### src/rtl/riscv_ctrl_pkg.sv
// Shared encodings for the multicycle RV32I control unit: opcodes, FSM states,
// ALU control codes and datapath mux selects.
package riscv_ctrl_pkg;

    localparam logic [6:0] OP_LOAD   = 7'b0000011;
    localparam logic [6:0] OP_STORE  = 7'b0100011;
    localparam logic [6:0] OP_RTYPE  = 7'b0110011;
    localparam logic [6:0] OP_ITYPE  = 7'b0010011;
    localparam logic [6:0] OP_JAL    = 7'b1101111;
    localparam logic [6:0] OP_BRANCH = 7'b1100011;

    typedef enum logic [3:0] {
        S_FETCH    = 4'd0,
        S_DECODE   = 4'd1,
        S_MEMADR   = 4'd2,
        S_MEMREAD  = 4'd3,
        S_MEMWB    = 4'd4,
        S_MEMWRITE = 4'd5,
        S_EXECUTER = 4'd6,
        S_ALUWB    = 4'd7,
        S_EXECUTEI = 4'd8,
        S_JAL      = 4'd9,
        S_BEQ      = 4'd10
    } state_e;

    localparam logic [2:0] ALU_ADD = 3'b000;
    localparam logic [2:0] ALU_SUB = 3'b001;
    localparam logic [2:0] ALU_AND = 3'b010;
    localparam logic [2:0] ALU_OR  = 3'b011;
    localparam logic [2:0] ALU_SLT = 3'b101;

    // alu_op is the FSM's request to the ALU decoder
    localparam logic [1:0] ALUOP_ADD   = 2'b00;
    localparam logic [1:0] ALUOP_SUB   = 2'b01;
    localparam logic [1:0] ALUOP_FUNCT = 2'b10;

    localparam logic [1:0] RES_ALUOUT    = 2'b00;
    localparam logic [1:0] RES_DATA      = 2'b01;
    localparam logic [1:0] RES_ALURESULT = 2'b10;

    localparam logic [1:0] SRCA_PC    = 2'b00;
    localparam logic [1:0] SRCA_OLDPC = 2'b01;
    localparam logic [1:0] SRCA_RD1   = 2'b10;

    localparam logic [1:0] SRCB_RD2  = 2'b00;
    localparam logic [1:0] SRCB_IMM  = 2'b01;
    localparam logic [1:0] SRCB_FOUR = 2'b10;

    localparam logic [1:0] IMM_I = 2'b00;
    localparam logic [1:0] IMM_S = 2'b01;
    localparam logic [1:0] IMM_B = 2'b10;
    localparam logic [1:0] IMM_J = 2'b11;

endpackage

### src/rtl/multicycle_control_fsm_alu_decoder.sv
// Combinational ALU decoder: turns the FSM's alu_op request plus the
// instruction funct fields into the 3-bit alu_control code.
module alu_decoder
    import riscv_ctrl_pkg::*;
(
    input  logic [1:0] alu_op_i,
    input  logic [2:0] funct3_i,
    input  logic       funct7b5_i,
    input  logic       op5_i,
    output logic [2:0] alu_control_o
);

    always_comb begin
        alu_control_o = ALU_ADD;
        case (alu_op_i)
            ALUOP_SUB: alu_control_o = ALU_SUB;
            ALUOP_FUNCT: begin
                case (funct3_i)
                    // Only R-type uses funct7b5 to select sub; I-type addi ignores it
                    3'b000:  alu_control_o = (op5_i & funct7b5_i) ? ALU_SUB : ALU_ADD;
                    3'b010:  alu_control_o = ALU_SLT;
                    3'b110:  alu_control_o = ALU_OR;
                    3'b111:  alu_control_o = ALU_AND;
                    default: alu_control_o = ALU_ADD;
                endcase
            end
            default: alu_control_o = ALU_ADD;
        endcase
    end

endmodule

### src/rtl/multicycle_control_fsm.sv
// Multicycle RV32I control unit: registered state sequencing fetch, decode,
// execute, memory and writeback, stalling on the memory ready handshake.
module multicycle_control_fsm
    import riscv_ctrl_pkg::*;
(
    input  logic       clk,
    input  logic       rst,
    input  logic [6:0] op_i,
    input  logic [2:0] funct3_i,
    input  logic       funct7b5_i,
    input  logic       zero_i,
    input  logic       mem_ready_i,
    output logic       pc_write_o,
    output logic       adr_src_o,
    output logic       mem_write_o,
    output logic       ir_write_o,
    output logic [1:0] result_src_o,
    output logic [1:0] alu_src_a_o,
    output logic [1:0] alu_src_b_o,
    output logic [1:0] imm_src_o,
    output logic       reg_write_o,
    output logic [2:0] alu_control_o,
    output logic       instr_done_o,
    output logic       illegal_op_o,
    output logic [3:0] state_o
);

    state_e     state_q, state_d;
    logic [1:0] alu_op;
    logic       pc_write, mem_write, ir_write, reg_write, instr_done, illegal_op;

    always_ff @(posedge clk or posedge rst) begin
        if (rst) state_q <= S_FETCH;
        else     state_q <= state_d;
    end

    always_comb begin
        state_d      = state_q;
        pc_write     = 1'b0;
        adr_src_o    = 1'b0;
        mem_write    = 1'b0;
        ir_write     = 1'b0;
        result_src_o = RES_ALUOUT;
        alu_src_a_o  = SRCA_PC;
        alu_src_b_o  = SRCB_RD2;
        imm_src_o    = IMM_I;
        reg_write    = 1'b0;
        alu_op       = ALUOP_ADD;
        instr_done   = 1'b0;
        illegal_op   = 1'b0;
        case (state_q)
            S_FETCH: begin
                alu_src_b_o  = SRCB_FOUR;
                result_src_o = RES_ALURESULT;
                ir_write     = mem_ready_i;
                pc_write     = mem_ready_i;
                if (mem_ready_i) state_d = S_DECODE;
            end
            S_DECODE: begin
                alu_src_a_o = SRCA_OLDPC;
                alu_src_b_o = SRCB_IMM;
                imm_src_o   = IMM_B;
                case (op_i)
                    OP_LOAD, OP_STORE: state_d = S_MEMADR;
                    OP_RTYPE:          state_d = S_EXECUTER;
                    OP_ITYPE:          state_d = S_EXECUTEI;
                    OP_JAL:            state_d = S_JAL;
                    OP_BRANCH:         state_d = S_BEQ;
                    default: begin
                        state_d    = S_FETCH;
                        illegal_op = 1'b1;
                        instr_done = 1'b1;
                    end
                endcase
            end
            S_MEMADR: begin
                alu_src_a_o = SRCA_RD1;
                alu_src_b_o = SRCB_IMM;
                imm_src_o   = op_i[5] ? IMM_S : IMM_I;
                state_d     = op_i[5] ? S_MEMWRITE : S_MEMREAD;
            end
            S_MEMREAD: begin
                adr_src_o = 1'b1;
                if (mem_ready_i) state_d = S_MEMWB;
            end
            S_MEMWB: begin
                result_src_o = RES_DATA;
                reg_write    = 1'b1;
                instr_done   = 1'b1;
                state_d      = S_FETCH;
            end
            // The strobe is held through the stall; memory commits on the ready cycle
            S_MEMWRITE: begin
                adr_src_o  = 1'b1;
                mem_write  = 1'b1;
                instr_done = mem_ready_i;
                if (mem_ready_i) state_d = S_FETCH;
            end
            S_EXECUTER: begin
                alu_src_a_o = SRCA_RD1;
                alu_op      = ALUOP_FUNCT;
                state_d     = S_ALUWB;
            end
            S_EXECUTEI: begin
                alu_src_a_o = SRCA_RD1;
                alu_src_b_o = SRCB_IMM;
                alu_op      = ALUOP_FUNCT;
                state_d     = S_ALUWB;
            end
            S_ALUWB: begin
                reg_write  = 1'b1;
                instr_done = 1'b1;
                state_d    = S_FETCH;
            end
            S_JAL: begin
                alu_src_a_o = SRCA_OLDPC;
                alu_src_b_o = SRCB_FOUR;
                pc_write    = 1'b1;
                state_d     = S_ALUWB;
            end
            S_BEQ: begin
                alu_src_a_o = SRCA_RD1;
                alu_op      = ALUOP_SUB;
                pc_write    = zero_i;
                instr_done  = 1'b1;
                state_d     = S_FETCH;
            end
            default: state_d = S_FETCH;
        endcase
    end

    alu_decoder u_alu_decoder (
        .alu_op_i      (alu_op),
        .funct3_i      (funct3_i),
        .funct7b5_i    (funct7b5_i),
        .op5_i         (op_i[5]),
        .alu_control_o (alu_control_o)
    );

    // Reset masks every enable and pulse so nothing commits while the core is held
    assign pc_write_o   = pc_write   & ~rst;
    assign mem_write_o  = mem_write  & ~rst;
    assign ir_write_o   = ir_write   & ~rst;
    assign reg_write_o  = reg_write  & ~rst;
    assign instr_done_o = instr_done & ~rst;
    assign illegal_op_o = illegal_op & ~rst;
    assign state_o      = state_q;

endmodule

### config.mk
export PLATFORM = sky130hd
export DESIGN_NAME = multicycle_control_fsm
export DESIGN_NICKNAME = d
export VERILOG_FILES = /design/src/rtl/riscv_ctrl_pkg.sv /design/src/rtl/multicycle_control_fsm_alu_decoder.sv /design/src/rtl/multicycle_control_fsm.sv
export SDC_FILE = /design/constraint.sdc
export NUM_CORES = 1
export LEC_CHECK = 0
export BUFFER_PORTS_ARGS = -buffer_cell sky130_fd_sc_hd__buf_2
export CORE_ASPECT_RATIO = 1.2
export CORE_MARGIN = 1.5
export CORE_UTILIZATION = 40
export DETAILED_ROUTE_END_ITERATION = 10
export PLACE_DENSITY = 0.81
export SKIP_LAST_GASP = 1
export SLEW_MARGIN = 30
export SYNTH_ARGS = -nofsm -noshare
export SYNTH_HDL_FRONTEND = slang
export SYNTH_SLANG_ARGS = --single-unit
### constraint.sdc
create_clock -name clk -period 3.26 [get_ports clk]
set_input_delay 0.489 -clock clk [delete_from_list [all_inputs] [get_ports clk]]
set_output_delay 0.489 -clock clk [all_outputs]
set_load 0.05 [all_outputs]
==> tab_implementation.tex <==
\begin{tabular}{lr}
\hline
Metric & Value \\
\hline
\multicolumn{2}{l}{\textbf{Run status}} \\
Outcome & completed \\
\multicolumn{2}{l}{\textbf{Placement}} \\
Placed Cells & 147 \\
Worst setup slack after placement & around 570 ps \\
Global placer's final weighted congestion & roughly 0.86 \\
Detail Placement HPWL & 1.396 mm \\
IO buf count & 36 \\
\multicolumn{2}{l}{\textbf{Global routing}} \\
Wire length of the first global-routing pass & 2.587 mm \\
Grt ovf & 0 \\
GR Util All Layers & 0.1941 \\
Pin count of the biggest net entering global routing & 21 \\
Vias in the first global route & 630 \\
Number of antenna violations at the first check in global routing & 0 \\
\multicolumn{2}{l}{\textbf{Logic synthesis}} \\
Biggest area consumer among synthesized cells & dfrtp\_1 \\
Mean instance size in the synthesized netlist & 6.623 um2 \\
Total of warnings raised by yosys & 0 \\
Fraction of synthesized cell area taken by the top area cell type & 0.1527 \\
Mapped Nets & about 120 \\
Unique masters post-synth & 35 \\
Area of the mapped netlist & 655.6 um2 \\
Commonest cells in the netlist & nor2\_1 (13), inv\_1 (10), nand2\_1 (8) \\
Flops \& latches, synth & 4 \\
Dominant cells by area after synthesis & dfrtp\_1 (15\%), nor2\_1 (7.4\%), inv\_1 (5.7\%) \\
Cell count after synthesis & 99 \\
Post-synth EDFFs & 0 \\
Primary FF master, synth & dfrtp\_1 \\
Share of synthesized registers carrying an async set or reset & 1.000 \\
Most repeated cell in the gate-level netlist after synthesis & nor2\_1 \\
Proportion of synthesized chip area in sequential cells & 0.1527 \\
\multicolumn{2}{l}{\textbf{Setup path}} \\
Crit-path most repeated cell & nand2b\_1 \\
Length in cells of the worst reg-to-reg path & 5 \\
Setup crit start kind & flop \\
Startpoint of the most critical register-to-register path & state\_o[0] \\
Required time of the critical path & between 2000 and 3000 ps \\
Count of buffer and inverter cells on the critical path & 1 \\
Arrival @ worst endpoint & 2460 ps \\
Minimum setup slack among reg-to-reg paths & 1420 ps \\
Worst r2r dst & state\_o[2] \\
Endpoint type of the worst setup path & output port \\
Startpoint of the most critical setup path & state\_o[1] \\
CP Max Fanout & 20 \\
Delay of the slowest cell on the worst path & 560 ps \\
Cell type of the slowest stage on the worst timing path & dfrtp\_1 \\
WS Path Type & flop to output port \\
Crit path max-delay family & simple AND/OR/NAND/NOR gates \\
Worst path cell trace & nand2b\_1, nand2b\_1, a21oi\_1, ha\_1, nand2b\_1, nor4b\_2, buf\_2 \\
\multicolumn{2}{l}{\textbf{Route}} \\
Routed wire length & 1.765 mm \\
Final routed wire length divided by cell count & 11.77 um \\
Total number of vias & about 810 \\
Violation count after the first detailed-routing iteration & 15 \\
Post-detailed-route via-to-cell ratio & 5.413 \\
Final ANT Viol Nets & 0 \\
DR pass1 iterations & 4 \\
Remaining routing DRC violations & 0 \\
\multicolumn{2}{l}{\textbf{STA}} \\
Worst-case hold slack & 196.8 ps \\
Max Slew Vio Count & 0 \\
Number of endpoints failing setup at the final stage & 0 \\
PnR worst setup slack & between 300 and 400 ps \\
Slew headroom & 0.6461 \\
Setup repair after global routing missed its margin & false \\
Post-route minimum period & 2946 ps \\
Final period utilization & 0.9036 \\
Hold Vio Cnt, Final & 0 \\
Total Neg Setup Slack & 0 ps \\
Slew at the pin closest to its max-slew limit & between 500 and 600 ps \\
Final Skew & 6.215 ps \\
F\_max & 0.3395 GHz \\
\multicolumn{2}{l}{\textbf{Floorplan}} \\
I/O pin count & 37 \\
Width of the die & 39.96 um \\
Area enclosed by the die boundary & 1892 um2 \\
Core Area & 1483 um2 \\
Initial Utilization & 0.4422 \\
Height of the die & roughly 47 um \\
Site row count & 15 \\
\multicolumn{2}{l}{\textbf{Cells and area}} \\
Number of standard cells in the layout, taps in and fillers out & 150 \\
Layout cell share with drive strength beyond 1 & 0.3233 \\
Relative area change from synthesis to final layout & 31.68\% \\
FILL cells & $\sim$150 \\
Max reg flops & 4 \\
NumNets Final & around 150 \\
Area of the multi-input gates & 494.2 um2 \\
Diode count & 0 \\
FF+latch area & 100.1 um2 \\
\multicolumn{2}{l}{\textbf{Worst hold path}} \\
Type of the most critical hold path & input port to async pin \\
\multicolumn{2}{l}{\textbf{Clock tree}} \\
Number of hold buffers added after CTS & 0 \\
Maximum number of buffers from clock root to sink & 2 \\
Clock input transition at the sequential cells of the worst setup and hold paths & 40 ps \\
Post-CTS setup buffer count & 0 \\
CTS Root Buffer Type & clkbuf\_4 \\
Sink count of the clock tree & 4 \\
Post\_cts resized & 0 \\
Clock latency on the worst-skew pair & around 230 ps \\
H-Tree Level Count & 1 \\
TritonCTS clock tree & built \\
Number of buffers inserted during clock tree synthesis & 3 \\
\multicolumn{2}{l}{\textbf{Power and ir drop}} \\
Static leakage & 0.4331 nW \\
Total power divided by cell area & 932.1 nW/um2 \\
Peak VDD IR & roughly 0.5 mV \\
\multicolumn{2}{l}{\textbf{Run}} \\
MaxCap Viol Count & 0 \\
\hline
\end{tabular}
[cell type report]
class / count / area share
multi-input cells: 79 / 0.5725
repair buffers: 37 / 0.2174
flip-flops and latches: 4 / 0.1159
inverters: 10 / 0.04348
clock buffers: 3 / 0.02609
well taps: 17 / 0.02464
[worst max-delay path by stage]
stage                       endpoint  cells past startpoint
floorplan                 pc_write_o                      4
global placement    alu_control_o[2]                      7
detailed placement  alu_control_o[2]                      7
CTS                 alu_control_o[2]                      7
global route        alu_control_o[2]                      7
finish              alu_control_o[2]                      7
[logic make-up (layout without fill, tap and decap cells)]
logic type | count (synthesis) | in the layout | share of synthesized area
fa+ha+maj | 3 | 3 | 0.05343
buf+inv | 16 | 50 | 0.1050
compound gates | 26 | 26 | 0.2500
simple gates | 47 | 47 | 0.3989
flops | 4 | 4 | 0.1527
xor+xnor | 3 | 3 | 0.04008
[report_power, final]
part | internal [mW] | switching (mW)
clock | 0.0410 | 0.0183
sequential | 0.0628 | 0.0422
combinational | 0.166 | 0.475
[routing by layer]
metal | share of wire | routed length (um) | track usage | vias to the layer above
li1 | - | - | - | 426
met1 | 0.42 | 747 | 0.2356 | 360
met2 | 0.53 | 934 | 0.3581 | 26
met3 | 0.047 | 83 | 0.004739 | 0
met4 | 0 | 0 | 0.06207 | 0
met5 | 0 | 0 | 0 | -
[cells in the final DEF, fill, tap and decap left out, drive strengths merged, types with 3 or more instances in the layout]
cell type,n
o21ai,7
clkbuf,3
nand2,8
buf,37
dfrtp,4
nor2,13
xor2,3
o211ai,3
nand2b,6
inv,10
nor4,4
a21oi,7
[stage by stage]
stage / utilization / area [um2] / total power [mW]
after floorplan: - / 663.1 / 0.6131
after global placement: 0.5671 / 840.8 / 0.7390
after detailed placement: 0.5671 / 840.8 / 0.7440
after CTS: 0.5823 / 863.3 / 0.8069
after global routing: 0.5823 / 863.3 / 0.8530
final: 0.5823 / 863.3 / 0.8047
No activity file was read; power rests on OpenSTA's default activity.
